--- src/rtl/cache_pkg.sv ---
// ---------------------------------------------------------------------------
// cache_pkg
//   Shared definitions for the data cache:
//     - cache_state_e : controller FSM states
//     - DEFAULT_*     : default geometry and the widths derived from it
//     - addr_*        : address-split helpers (return zero-extended fields)
//     - line_addr     : rebuild a line-aligned byte address from tag/index
//   The helpers take field widths as arguments so one package serves any
//   legal LINE_WORDS / NUM_SETS combination.
// ---------------------------------------------------------------------------
package cache_pkg;

    typedef enum logic [1:0] {
        ST_IDLE      = 2'd0,
        ST_COMPARE   = 2'd1,
        ST_WRITEBACK = 2'd2,
        ST_ALLOCATE  = 2'd3
    } cache_state_e;

    localparam int DEFAULT_LINE_WORDS = 4;
    localparam int DEFAULT_NUM_SETS   = 16;
    localparam int DEFAULT_OFF_W      = $clog2(DEFAULT_LINE_WORDS);
    localparam int DEFAULT_IDX_W      = $clog2(DEFAULT_NUM_SETS);
    localparam int DEFAULT_TAG_W      = 32 - DEFAULT_IDX_W - DEFAULT_OFF_W - 2;

    function automatic logic [31:0] field_mask(input int width);
        field_mask = (32'd1 << width) - 32'd1;
    endfunction

    // Word offset within the line (byte bits [1:0] are dropped).
    function automatic logic [31:0] addr_offset(input logic [31:0] addr,
                                                input int off_w);
        addr_offset = (addr >> 2) & field_mask(off_w);
    endfunction

    function automatic logic [31:0] addr_index(input logic [31:0] addr,
                                               input int off_w,
                                               input int idx_w);
        addr_index = (addr >> (off_w + 2)) & field_mask(idx_w);
    endfunction

    function automatic logic [31:0] addr_tag(input logic [31:0] addr,
                                             input int off_w,
                                             input int idx_w);
        addr_tag = addr >> (off_w + idx_w + 2);
    endfunction

    function automatic logic [31:0] line_addr(input logic [31:0] tag,
                                              input logic [31:0] index,
                                              input int off_w,
                                              input int idx_w);
        line_addr = (tag << (off_w + idx_w + 2)) | (index << (off_w + 2));
    endfunction

endpackage

--- src/rtl/cache_line_store.sv ---
// ---------------------------------------------------------------------------
// cache_line_store
//   Valid, dirty, tag and data arrays of the direct-mapped cache.
//   Reads are combinational on `index`; all writes target the same index.
//   Ports:
//     clk, reset              : clock, synchronous active-high reset
//                               (clears valid and dirty only)
//     index                   : set being read / written
//     rd_valid, rd_dirty,
//     rd_tag, rd_line         : contents of the selected set
//     fill_en, fill_tag,
//     fill_line               : install a whole line (valid=1, dirty=0)
//     word_we, word_off,
//     word_data               : overwrite one word and mark the line dirty
// ---------------------------------------------------------------------------
module cache_line_store
    import cache_pkg::*;
#(
    parameter int LINE_WORDS = DEFAULT_LINE_WORDS,
    parameter int NUM_SETS   = DEFAULT_NUM_SETS,
    parameter int TAG_W      = DEFAULT_TAG_W
) (
    input  logic                         clk,
    input  logic                         reset,
    input  logic [$clog2(NUM_SETS)-1:0]  index,
    output logic                         rd_valid,
    output logic                         rd_dirty,
    output logic [TAG_W-1:0]             rd_tag,
    output logic [32*LINE_WORDS-1:0]     rd_line,
    input  logic                         fill_en,
    input  logic [TAG_W-1:0]             fill_tag,
    input  logic [32*LINE_WORDS-1:0]     fill_line,
    input  logic                         word_we,
    input  logic [$clog2(LINE_WORDS)-1:0] word_off,
    input  logic [31:0]                  word_data
);

    localparam int LINE_W = 32 * LINE_WORDS;

    logic [NUM_SETS-1:0] valid_q, valid_d;
    logic [NUM_SETS-1:0] dirty_q, dirty_d;
    logic [TAG_W-1:0]    tag_q  [NUM_SETS];
    logic [LINE_W-1:0]   data_q [NUM_SETS];

    logic [LINE_W-1:0]   line_d;
    logic                line_we;

    assign rd_valid = valid_q[index];
    assign rd_dirty = dirty_q[index];
    assign rd_tag   = tag_q[index];
    assign rd_line  = data_q[index];

    always_comb begin
        valid_d = valid_q;
        dirty_d = dirty_q;
        line_d  = data_q[index];
        line_we = 1'b0;
        if (fill_en) begin
            valid_d[index] = 1'b1;
            dirty_d[index] = 1'b0;
            line_d         = fill_line;
            line_we        = 1'b1;
        end else if (word_we) begin
            dirty_d[index]                 = 1'b1;
            line_d[{word_off, 5'b0} +: 32] = word_data;
            line_we                        = 1'b1;
        end
    end

    always_ff @(posedge clk) begin
        if (reset) begin
            valid_q <= '0;
            dirty_q <= '0;
        end else begin
            valid_q <= valid_d;
            dirty_q <= dirty_d;
        end
    end

    // Tag and data contents are meaningless while valid=0, so they are not
    // cleared on reset; writes are still suppressed during reset.
    always_ff @(posedge clk) begin
        if (!reset && line_we) begin
            data_q[index] <= line_d;
            if (fill_en) begin
                tag_q[index] <= fill_tag;
            end
        end
    end

endmodule

--- src/rtl/data_cache.sv ---
// ---------------------------------------------------------------------------
// data_cache
//   Direct-mapped, write-back, write-allocate data cache. One CPU word
//   access at a time; misses move whole lines over a memory port where the
//   request is held until a one-cycle acknowledge.
//   Handshake: the CPU request is taken on a rising edge where
//   is_input_valid=1 and is_ready=1; completion is a one-cycle
//   is_output_valid pulse carrying dout/is_hit. mem_req with mem_we/mem_addr/
//   mem_wdata is held stable until the edge on which mem_ack=1.
//   Ports:
//     clk, reset                         : clock, sync active-high reset
//     is_input_valid, addr, mem_rw, din  : CPU request (0=load, 1=store)
//     is_ready, is_output_valid, dout,
//     is_hit                             : CPU response
//     mem_req, mem_we, mem_addr,
//     mem_wdata, mem_rdata, mem_ack      : line memory port
//     hit_count, miss_count              : only with DCACHE_STATS_EN defined
//   Optional feature macro: DCACHE_STATS_EN (hit/miss counters).
// ---------------------------------------------------------------------------
module data_cache
    import cache_pkg::*;
#(
    parameter int LINE_WORDS = DEFAULT_LINE_WORDS,
    parameter int NUM_SETS   = DEFAULT_NUM_SETS
) (
    input  logic                      clk,
    input  logic                      reset,
    input  logic                      is_input_valid,
    input  logic [31:0]               addr,
    input  logic                      mem_rw,
    input  logic [31:0]               din,
    output logic                      is_ready,
    output logic                      is_output_valid,
    output logic [31:0]               dout,
    output logic                      is_hit,
    output logic                      mem_req,
    output logic                      mem_we,
    output logic [31:0]               mem_addr,
    output logic [32*LINE_WORDS-1:0]  mem_wdata,
    input  logic [32*LINE_WORDS-1:0]  mem_rdata,
    input  logic                      mem_ack
`ifdef DCACHE_STATS_EN
    ,
    output logic [31:0]               hit_count,
    output logic [31:0]               miss_count
`endif
);

    localparam int OFF_W  = $clog2(LINE_WORDS);
    localparam int IDX_W  = $clog2(NUM_SETS);
    localparam int TAG_W  = 32 - IDX_W - OFF_W - 2;
    localparam int LINE_W = 32 * LINE_WORDS;

    cache_state_e       state_q, state_d;
    logic [TAG_W-1:0]   tag_q, tag_d;
    logic [IDX_W-1:0]   index_q, index_d;
    logic [OFF_W-1:0]   off_q, off_d;
    logic               rw_q, rw_d;
    logic [31:0]        din_q, din_d;
    logic               first_try_q, first_try_d;

    // Incoming address split (helpers return zero-extended fields).
    logic [31:0] in_off_full, in_idx_full, in_tag_full;
    logic        unused_split_bits;

    assign in_off_full = addr_offset(addr, OFF_W);
    assign in_idx_full = addr_index(addr, OFF_W, IDX_W);
    assign in_tag_full = addr_tag(addr, OFF_W, IDX_W);
    assign unused_split_bits = ^{in_off_full[31:OFF_W], in_idx_full[31:IDX_W],
                                 in_tag_full[31:TAG_W]};

    logic               rd_valid, rd_dirty;
    logic [TAG_W-1:0]   rd_tag;
    logic [LINE_W-1:0]  rd_line;
    logic               fill_en, word_we;
    logic               hit;
    logic [31:0]        sel_word;
    logic [31:0]        wb_addr, fill_addr;

    cache_line_store #(
        .LINE_WORDS (LINE_WORDS),
        .NUM_SETS   (NUM_SETS),
        .TAG_W      (TAG_W)
    ) u_store (
        .clk       (clk),
        .reset     (reset),
        .index     (index_q),
        .rd_valid  (rd_valid),
        .rd_dirty  (rd_dirty),
        .rd_tag    (rd_tag),
        .rd_line   (rd_line),
        .fill_en   (fill_en),
        .fill_tag  (tag_q),
        .fill_line (mem_rdata),
        .word_we   (word_we),
        .word_off  (off_q),
        .word_data (din_q)
    );

    assign hit      = rd_valid && (rd_tag == tag_q);
    assign sel_word = rd_line[{off_q, 5'b0} +: 32];

    // Writeback goes to the victim's address (stored tag), fill to the
    // requested one. Both are steady while waiting because the set's
    // contents only change on the fill edge itself.
    assign wb_addr   = line_addr({{(32-TAG_W){1'b0}}, rd_tag},
                                 {{(32-IDX_W){1'b0}}, index_q}, OFF_W, IDX_W);
    assign fill_addr = line_addr({{(32-TAG_W){1'b0}}, tag_q},
                                 {{(32-IDX_W){1'b0}}, index_q}, OFF_W, IDX_W);

    always_comb begin
        state_d         = state_q;
        tag_d           = tag_q;
        index_d         = index_q;
        off_d           = off_q;
        rw_d            = rw_q;
        din_d           = din_q;
        first_try_d     = first_try_q;
        is_ready        = 1'b0;
        is_output_valid = 1'b0;
        is_hit          = 1'b0;
        dout            = 32'd0;
        mem_req         = 1'b0;
        mem_we          = 1'b0;
        mem_addr        = 32'd0;
        mem_wdata       = '0;
        fill_en         = 1'b0;
        word_we         = 1'b0;

        case (state_q)
            ST_IDLE: begin
                is_ready = 1'b1;
                if (is_input_valid) begin
                    tag_d       = in_tag_full[TAG_W-1:0];
                    index_d     = in_idx_full[IDX_W-1:0];
                    off_d       = in_off_full[OFF_W-1:0];
                    rw_d        = mem_rw;
                    din_d       = din;
                    first_try_d = 1'b1;
                    state_d     = ST_COMPARE;
                end
            end
            ST_COMPARE: begin
                if (hit) begin
                    is_output_valid = 1'b1;
                    is_hit          = first_try_q;
                    if (rw_q) begin
                        word_we = 1'b1;
                    end else begin
                        dout = sel_word;
                    end
                    state_d = ST_IDLE;
                end else begin
                    first_try_d = 1'b0;
                    state_d     = (rd_valid && rd_dirty) ? ST_WRITEBACK : ST_ALLOCATE;
                end
            end
            ST_WRITEBACK: begin
                mem_req   = 1'b1;
                mem_we    = 1'b1;
                mem_addr  = wb_addr;
                mem_wdata = rd_line;
                if (mem_ack) begin
                    state_d = ST_ALLOCATE;
                end
            end
            ST_ALLOCATE: begin
                mem_req  = 1'b1;
                mem_addr = fill_addr;
                if (mem_ack) begin
                    fill_en = 1'b1;
                    state_d = ST_COMPARE;
                end
            end
            default: state_d = ST_IDLE;
        endcase
    end

    always_ff @(posedge clk) begin
        if (reset) begin
            state_q     <= ST_IDLE;
            tag_q       <= '0;
            index_q     <= '0;
            off_q       <= '0;
            rw_q        <= 1'b0;
            din_q       <= 32'd0;
            first_try_q <= 1'b0;
        end else begin
            state_q     <= state_d;
            tag_q       <= tag_d;
            index_q     <= index_d;
            off_q       <= off_d;
            rw_q        <= rw_d;
            din_q       <= din_d;
            first_try_q <= first_try_d;
        end
    end

`ifdef DCACHE_STATS_EN
    logic [31:0] hit_count_q, hit_count_d;
    logic [31:0] miss_count_q, miss_count_d;

    always_comb begin
        hit_count_d  = hit_count_q;
        miss_count_d = miss_count_q;
        if (is_output_valid) begin
            if (is_hit) begin
                hit_count_d = hit_count_q + 32'd1;
            end else begin
                miss_count_d = miss_count_q + 32'd1;
            end
        end
    end

    always_ff @(posedge clk) begin
        if (reset) begin
            hit_count_q  <= 32'd0;
            miss_count_q <= 32'd0;
        end else begin
            hit_count_q  <= hit_count_d;
            miss_count_q <= miss_count_d;
        end
    end

    assign hit_count  = hit_count_q;
    assign miss_count = miss_count_q;
`endif

endmodule

--- config.mk ---
export PLATFORM = sky130hd
export DESIGN_NAME = data_cache
export DESIGN_NICKNAME = d
export VERILOG_FILES = /design/src/rtl/cache_pkg.sv /design/src/rtl/cache_line_store.sv /design/src/rtl/data_cache.sv
export SDC_FILE = /design/constraint.sdc
export NUM_CORES = 2
export LEC_CHECK = 0
export BUFFER_PORTS_ARGS = -buffer_cell sky130_fd_sc_hd__buf_4
export CAP_MARGIN = 20
export CORE_UTILIZATION = 62
export DETAILED_ROUTE_END_ITERATION = 10
export PLACE_DENSITY = 0.8
export SLEW_MARGIN = 20
export SYNTH_ARGS = -nofsm -noshare
export SYNTH_HDL_FRONTEND = slang
export SYNTH_SLANG_ARGS = --single-unit
--- constraint.sdc ---
create_clock -name clk -period 15.08 [get_ports clk]
set_clock_uncertainty 0.1 [all_clocks]
set_input_delay 1.508 -clock clk [delete_from_list [all_inputs] [get_ports clk]]
set_output_delay 1.508 -clock clk [all_outputs]
set_load 0.1 [all_outputs]
==> flow_summary.ini <==
[run_status]
status = finished, violations left
failed_checks = design-rule violations

[setup_path]
crit_required_ps = 13470
endpoint_kind = output port
worstPathMaxFanout = 113
crit_type = flop to output port
startpoint_type = flop
crit_arrival_ps = 7680

[job]
cap_violations = 0

[synth]
synth_seq_cells = 2534
synth_cell_types = 74
yosys.area.top_type_share = 0.7207
synth_area_leaders = edfxtp_1 72%, mux4_2 16%, dfxtp_1 2.0%
synth_flop_cell = edfxtp_1
synth_enable_flop_cells = 2432
synth_area_leader_cell = edfxtp_1
yosysWarnings = 0
yosysMostFrequentCell = edfxtp_1
async_flop_share = 0
synth_area_um2 = 101300
syn_area_per_cell_um2 = 20.43
synthTopCellsByCount = 2432 x edfxtp_1, 733 x mux4_2, 329 x nand2_1, 185 x clkbuf_1, 131 x and2_1
netlist_instances = 4960
ys_seq_area_frac = 0.7408

[pwr]
powerDensity_nw_per_um2 = 137.0
power_w = 0.01573
total_leakage_power_nw = 36.62
vdd_drop_max_mv = 0.1402

[cells_and_area]
multiInputGateArea_um2 = 24980
fillerInstances = 9177
design_area_um2 = 114800
areaGrowthSynthToFinish_pct = 13.27
seqCellArea_um2 = 75090
utilization = 0.7060
fin_nets = 5614
drive_gt1_frac = 0.3057

[placement]
place_congestion = 0.8806
dp_hpwl_um = 169500
port-buffer-count = 387
dpl_cell_area_um2 = 107000

[clock_tree]
htreeDepth = 4
cts_tree = built
cts-root-buf = clkbuf_16
cts_resized = 0
insertion_delay_ps = 870
ctsLongestPathBuffers = 3
clock-sinks = 2534
cts_setup_buffers = 0
holdBufCountCts = 0
path_clk_slew_ps = 60
cts_made_buffers = 233

[routing]
drt_iter0_drc = 10230
first_pass_iters = 9
drcViolationCount = 3
num_vias = 57360
vias_per_cell = 7.344
wire_per_inst_um = 39.63
routed_wl_um = 309500
ant_nets = 0

[timing]
hold_violations = 0
fmax_mhz = 107.6
final-setup-viol-count = 0
drv_slew = 0
min_period_over_period = 0.6162
whs_ps = 353.2
relSlewSlack = 0.1694
fin_tns_setup_ps = 0
rsz0062_at_grt = false
fin_crit_ps = 9293
worst_slew_pin_slew_ps = 1246

[floorplanning]
core.rowCount = 148
die_area_um2 = 165100
die_w_um = 406.3
coreArea_um2 = 162600
die_h_um = 406.3
io_pins = 394
start_util = 0.6233

[global_route]
grt_usage = 0.3768
antenna_found_initial = 36
grt_pass1_wl_um = 422000
grt_pass1_vias = 55440
grt.overflow.total = 0
grt_max_degree = 175

[worst_hold_path]
hold_class = flop to flop
[cells by family after synthesis]
family                     share of synthesized area
AOI/OAI and AO/OA                            0.02952
xor gates and xnor gates                    0.003284
adders and majority gates                   0.001111
buffers and inverters                        0.01673
DFF                                           0.7408
muxes                                         0.1728
other                                     0.00003701
and+or+nand+nor                              0.03573
[layout make-up]
| class | count | area share |
|---|---|---|
| inverter | 82 | 0.002747 |
| antenna | 22 | 0.0004796 |
| sequential | 2534 | 0.6541 |
| clock inverter | 138 | 0.01085 |
| tap | 2175 | 0.02371 |
| clock buffer | 302 | 0.05458 |
| multi-input combinational | 2023 | 0.2177 |
| timing repair buffer | 534 | 0.03584 |
[where the power goes]
group	internal [W]	switching (W)
Combinational	0.000587	0.00123
Sequential	0.00801	0.0000740
Clock	0.00322	0.00261
Total	0.0118	0.00391
[per-stage QoR]
step | worst slack (ps) | cells
floorplan | 2232 | 4963
global placement | 6313 | 7338
detailed placement | 6235 | 7339
CTS | 5956 | 7779
global route | 5614 | 7790
finish | 5787 | 7810
[placed cells by master, fill, tap and decap left out, drive strengths merged, types with 16 or more instances in the layout]
| cell | synthesis | routed |
|---|---|---|
| a22o | 20 | 20 |
| bufinv | 0 | 17 |
| a21oi | 98 | 98 |
| inv | 80 | 86 |
| clkbuf | 186 | 308 |
| mux2i | 84 | 84 |
| o221ai | 67 | 67 |
| and3 | 71 | 71 |
| o21ai | 49 | 49 |
| nor3 | 19 | 19 |
| nor2b | 54 | 54 |
| diode | 0 | 22 |
| dfxtp | 102 | 102 |
| xnor2 | 25 | 25 |
| nand2 | 329 | 329 |
| a21o | 16 | 16 |
| buf | 138 | 528 |
| a31oi | 40 | 40 |
| a211oi | 24 | 24 |
| and2 | 131 | 131 |
| mux4 | 733 | 733 |
| edfxtp | 2432 | 2432 |
| nor2 | 55 | 55 |
| a221o | 32 | 32 |
| clkinv | 2 | 107 |
[sequential cells by signal, summed over array words and instances, names as in the netlist, named ones only]
signal / cells
din_q: 32
first_try_q: 1
index_q: 4
off_q: 2
rw_q: 1
state_q: 2
tag_q: 24
u_store.data_q: 2048
u_store.tag_q: 384
u_store.valid_q: 16
[worst max-delay path, cell delays in order, from the launching register on]
cell      delay, ps
dfxtp_4         680
buf_4           700
buf_12          780
mux4_2          610
xnor2_1         180
nor3_1           70
a2111o_1        330
nor4_2          330
nand4_2         320
or4_4           800
or3_4           620
nor2b_1         800
buf_4           430
[final timing paths]
check	from	endpoint	slack, ps	depth (start not counted)
worst max-delay path	flop	dout[8]	5790	12
worst max register to register	flop	u_store.data_q[5][122]	6070	15
worst min-delay path	u_store.valid_q[3]	u_store.valid_q[3]	350	1
worst min register to register	u_store.valid_q[3]	u_store.valid_q[3]	350	1
[layer usage]
metal	track usage	wire length, um
met3	0.1470	49480
met1	0.4767	98360
met4	0.2195	20630
met5	0	280
met2	0.5584	140800
No activity file was read; power rests on OpenSTA's default activity.
